`src/rtl/nand_bist_pkg.sv`:
```
// Shared types and constants for the NAND function-unit BIST sequencer.
// Holds the FSM state encoding, vector count, default truth table and settle-counter width.
package nand_bist_pkg;

    typedef enum logic [1:0] {
        IDLE   = 2'd0,
        SETTLE = 2'd1,
        SAMPLE = 2'd2,
        DONE   = 2'd3
    } bist_state_e;

    localparam int          VEC_COUNT         = 8;
    localparam logic [7:0]  DEFAULT_EXP_TRUTH = 8'h3A;
    localparam int          SETTLE_CNT_W      = 4;

    typedef logic [SETTLE_CNT_W-1:0] settle_cnt_t;

endpackage

```
`src/rtl/bist_settle_timer.sv`:
```
// Loadable down-counter that times how long each vector is held before sampling.
// Load takes priority over decrement; zero flag is combinational from the count.
module bist_settle_timer
    import nand_bist_pkg::*;
(
    input  logic        clk,
    input  logic        rst_n,
    input  logic        load,
    input  settle_cnt_t load_val,
    input  logic        dec,
    output settle_cnt_t value,
    output logic        zero
);

    settle_cnt_t cnt_q;
    settle_cnt_t cnt_d;

    always_comb begin
        cnt_d = cnt_q;
        if (load) begin
            cnt_d = load_val;
        end else if (dec && (cnt_q != '0)) begin
            cnt_d = cnt_q - settle_cnt_t'(1);
        end
    end

    always_ff @(posedge clk or negedge rst_n) begin
        if (!rst_n) begin
            cnt_q <= '0;
        end else begin
            cnt_q <= cnt_d;
        end
    end

    assign value = cnt_q;
    assign zero  = (cnt_q == '0);

endmodule

```
`src/rtl/nand_bist_ctrl.sv`:
```
// Walks the eight {x,y,z} vectors through the function unit, samples F after a settle window
// and compares the collected truth table against EXP_TRUTH; done pulses once per completed run.
module nand_bist_ctrl
    import nand_bist_pkg::*;
#(
    parameter int         SETTLE_CYCLES = 2,
    parameter logic [7:0] EXP_TRUTH     = DEFAULT_EXP_TRUTH
) (
    input  logic       clk,
    input  logic       rst_n,
    input  logic       start,
    input  logic       abort,
    output logic       dut_x,
    output logic       dut_y,
    output logic       dut_z,
    input  logic       dut_f,
    output logic       busy,
    output logic       done,
    output logic       pass,
    output logic [7:0] captured,
    output logic [7:0] fail_mask
);

    localparam settle_cnt_t SETTLE_LOAD = settle_cnt_t'(SETTLE_CYCLES - 1);
    localparam logic [2:0]  LAST_VEC    = 3'(VEC_COUNT - 1);

    bist_state_e state_q, state_d;
    logic [2:0]  vec_q, vec_d;
    logic [2:0]  drive_q, drive_d;
    logic [7:0]  captured_q, captured_d;
    logic [7:0]  fail_mask_q, fail_mask_d;
    logic        pass_q, pass_d;

    logic        tmr_load;
    logic        tmr_dec;
    logic        tmr_zero;
    settle_cnt_t tmr_value;

    bist_settle_timer u_settle_timer (
        .clk      (clk),
        .rst_n    (rst_n),
        .load     (tmr_load),
        .load_val (SETTLE_LOAD),
        .dec      (tmr_dec),
        .value    (tmr_value),
        .zero     (tmr_zero)
    );

    always_comb begin
        state_d     = state_q;
        vec_d       = vec_q;
        drive_d     = drive_q;
        captured_d  = captured_q;
        fail_mask_d = fail_mask_q;
        pass_d      = pass_q;
        tmr_load    = 1'b0;
        tmr_dec     = 1'b0;

        unique case (state_q)
            IDLE: begin
                if (start && !abort) begin
                    state_d     = SETTLE;
                    vec_d       = '0;
                    drive_d     = '0;
                    captured_d  = '0;
                    fail_mask_d = '0;
                    pass_d      = 1'b0;
                    tmr_load    = 1'b1;
                end
            end
            SETTLE: begin
                if (abort) begin
                    state_d = IDLE;
                    drive_d = '0;
                    pass_d  = 1'b0;
                end else if (tmr_zero) begin
                    state_d = SAMPLE;
                end else begin
                    tmr_dec = (tmr_value != '0);
                end
            end
            SAMPLE: begin
                if (abort) begin
                    state_d = IDLE;
                    drive_d = '0;
                    pass_d  = 1'b0;
                end else begin
                    captured_d[vec_q]  = dut_f;
                    fail_mask_d[vec_q] = dut_f ^ EXP_TRUTH[vec_q];
                    if (vec_q == LAST_VEC) begin
                        // Verdict uses the freshly sampled vec-7 bit so pass is valid alongside done.
                        state_d = DONE;
                        drive_d = '0;
                        pass_d  = (captured_d == EXP_TRUTH);
                    end else begin
                        state_d  = SETTLE;
                        vec_d    = vec_q + 3'd1;
                        drive_d  = vec_q + 3'd1;
                        tmr_load = 1'b1;
                    end
                end
            end
            DONE: begin
                state_d = IDLE;
                if (abort) begin
                    pass_d = 1'b0;
                end
            end
            default: begin
                state_d = IDLE;
            end
        endcase
    end

    always_ff @(posedge clk or negedge rst_n) begin
        if (!rst_n) begin
            state_q     <= IDLE;
            vec_q       <= '0;
            drive_q     <= '0;
            captured_q  <= '0;
            fail_mask_q <= '0;
            pass_q      <= 1'b0;
        end else begin
            state_q     <= state_d;
            vec_q       <= vec_d;
            drive_q     <= drive_d;
            captured_q  <= captured_d;
            fail_mask_q <= fail_mask_d;
            pass_q      <= pass_d;
        end
    end

    assign dut_x     = drive_q[2];
    assign dut_y     = drive_q[1];
    assign dut_z     = drive_q[0];
    assign busy      = (state_q == SETTLE) || (state_q == SAMPLE);
    assign done      = (state_q == DONE) && !abort;
    assign pass      = pass_q;
    assign captured  = captured_q;
    assign fail_mask = fail_mask_q;

endmodule
```
`config.mk`:
```
export PLATFORM = sky130hd
export DESIGN_NAME = nand_bist_ctrl
export DESIGN_NICKNAME = d
export VERILOG_FILES = /design/src/rtl/nand_bist_pkg.sv /design/src/rtl/bist_settle_timer.sv /design/src/rtl/nand_bist_ctrl.sv
export SDC_FILE = /design/constraint.sdc
export NUM_CORES = 1
export LEC_CHECK = 0
export CORE_UTILIZATION = 50
export DETAILED_ROUTE_END_ITERATION = 8
export GPL_TIMING_DRIVEN = 1
export PLACE_DENSITY_LB_ADDON = 0.12
export SYNTH_ARGS = -nofsm -noshare
export SYNTH_HDL_FRONTEND = slang
export SYNTH_SLANG_ARGS = --single-unit
```
`constraint.sdc`:
```
create_clock -name clk -period 2.9 [get_ports clk]
set_clock_uncertainty 0.15 [all_clocks]
set_input_delay 0.58 -clock clk [delete_from_list [all_inputs] [get_ports clk]]
set_output_delay 0.58 -clock clk [all_outputs]
set_load 0.02 [all_outputs]
```
==> run metrics <==
CTS Buf Count=5; syn_nets=between 150 and 200; GRT overflow=0; worst setup path category=primary input to output port; routed via count=~1,500; hold violation total from the final report=0; Static Leak=~0.0009 µW; Synth area leaders=dfrtp_1 44%, ha_1 6.8%, a21oi_1 4.5%; max-cap violations=0; end point of the critical path=done; crit share post-route=87.7%; Power Dens Cells=approximately 760 nW/µm²; Final nets=~230; WL per Instance=~15 µm; register area=roughly 730 µm²; Ys Warns=0; worst slew pin tran=510 ps; Critical R2R Capture=captured[0]; Clock transition at path regs=90 ps; largest net degree at the start of global routing=30; post-synthesis adder-cell area fraction=under 10%; DR iter-0 viols=45; logic gate share of total power=between 40% and 50%; Die W=59.6 µm; Initial Utilization=53.5%; Synth Cell Area=1660 µm²; fin worst setup slack=about 360 ps; Worst slew margin=about two thirds; final WL=around 3.7 mm; Crit. Startpoint=abort; die height=between 50 and 60 µm; Final HPWL DP=~2.7 mm; final setup TNS=0 ps; Worst setup EP type=output port; maximum VDD drop=just under 0.5 mV; Max FO, Critical Path=5; post-synthesis sequential area ratio=a little over two fifths; FILL cells=between 300 and 400; Hold Path Class=register to register; CTS tree=built; Crit path arrival time=1810 ps; Worst Setup Start Kind=primary input; Post-CTS Hold Buffers=0; H-tree depth=2; CTS resizes=0; post-synthesis mux area share=less than 1%; Fmax achieved=between 0.3 and 0.4 GHz; FF-to-FF Start=state_q[0]; Reg power frac=35.6%; GRT Total Usage=between 20% and 30%; largest family of logic cells by synthesized area=compound AO/OA/AOI/OAI gates; clk buf depth=2; worst endpoint required time=around 2200 ps; Net Switching=~650 µW; RSZ-0062 raised after global routing=no; most frequent cells after synthesis=29 x dfrtp_1, 18 x inv_1, 15 x a21oi_1; Setup WS pre-CTS=slightly below 300 ps; antenna cells=0; Post-CTS Setup Inserts=0; synth unique cells=45; Die ar.=between 3000 and 4000 µm²; Reg2Reg Setup Slack=approximately 550 ps; clk sinks=29; Switching Share=about two fifths; std cell rows=20; async set-reset flop share out of synthesis=100%; fin. max-slew vios=0; Post-synth top flop=dfrtp_1; first-pass GRT wire length=6.36 mm; number of synthesized flops with an enable pin=0; # IOs=27; Multi-input gate area=826 µm²; cell taking the most area after synthesis=dfrtp_1; CTS Root Cell=clkbuf_4; Register-to-Register Path Depth=6; simple-gate area share of the yosys netlist=a little under a fifth; DRT Pass-1 Iters=4; antenna violations before repair=0; Mean Syn Cell Area=approximately 9.0 µm²; Synth Area in Compound Gates=a little over a fifth; final setup fails=0; post-route cell area=2030 µm²; Port Buffers=26; Post-Syn Instances=~180; Clk pwr share=approximately 16%; routability cong.=0.817; P_int=900 µW; minimum clock period=around 2500 ps; status=completed; Post-Synth XOR/XNOR Area=between 1.5 and 2%; Yosys reg bits=29; Via density=5.64; core area=between 3000 and 4000 µm²; Clock Latency Late Sink=between 300 and 400 ps; P&R area growth vs syn=22.2%; Area after DPL=1980 µm²; ANT nets after route=0; DRC violations left=0; top cell type's share of synthesized area=a little over two fifths; share of post-route cells with drive strength above 1=between 8 and 9%; vias in the first global route=around 1,400; top-count cell post-synth=dfrtp_1
==> layout make-up <==
| type | instances | area share [%] |
|---|---|---|
| multi-input cells | 128 | 40.7 |
| flip-flops and latches | 29 | 35.7 |
| repair buffers | 31 | 14.7 |
| inverters | 19 | 3.51 |
| clock buffers | 7 | 2.71 |
| well taps | 44 | 2.71 |
==> worst min-delay path by stage <==
stage,from,end,cells after the start
floorplan,rst_n,captured[0],0
global placement,fail_mask[6],fail_mask[6],1
detailed placement,fail_mask[6],fail_mask[6],1
CTS,fail_mask[6],fail_mask[6],1
global route,fail_mask[6],fail_mask[6],1
finish,fail_mask[6],fail_mask[6],1
==> cells by family after synthesis <==
family	Yosys count
mux	1
xor+xnor	3
flops	29
buf+inv	27
simple gates	58
fa+ha+maj	9
compound gates	57
==> metal layers <==
layer / wire (µm) / track usage, % / up-vias / share of wire, %
met4: 84 / 12.0 / 0 / 2.2
li1: - / - / 707 / -
met1: 1650 / 30.7 / 693 / 44
met3: 220 / 7.86 / 8 / 5.9
met5: 0 / 0 / - / 0
met2: 1790 / 38.7 / 48 / 48
==> cell usage in the layout, fill, tap and decap left out, drive strengths merged, types with 2 or more instances in the layout <==
cell,count
nand2,14
clkdlybuf4s50,26
nand3b,3
a21oi,16
o21ai,14
nor2b,3
buf,5
nand2b,7
nor3,5
xor2,2
dfrtp,29
or3,2
nand3,3
inv,19
a211oi,2
clkbuf,7
a21o,5
nor2,11
o22ai,9
a31oi,2
nand4,3
ha,9
==> worst max-delay path: stages <==
cell,delay (ps)
clkdlybuf4s50_1,480
nor2b_1,150
clkdlybuf4s50_1,610
==> metrics by stage <==
stage	std cells	utilization, %	total power (µW)	hold slack [ps]
after floorplan	184	-	1070	134
after CTS	258	65.4	1560	341
final	258	65.4	1550	337
after global routing	258	65.4	1680	367
after global placement	251	63.7	1270	311
after detailed placement	251	63.7	1300	321
==> registers in the layout, indices dropped and copies added (netlist names) <==
name,count
u_settle_timer.value,4
pass,1
state_q,2
drive_q,3
vec_q,3
captured,8
fail_mask,8
==> power by group through the flow <==
stage                     Sequential, µW  Combinational, µW  Clock [µW]
after floorplan                      589                480           0
after global placement               553                720           0
after detailed placement             558                742           0
after CTS                            550                748         260
after global routing                 563                836         279
final                                551                745         251
Note: power is estimated with default switching activity, not from simulation.
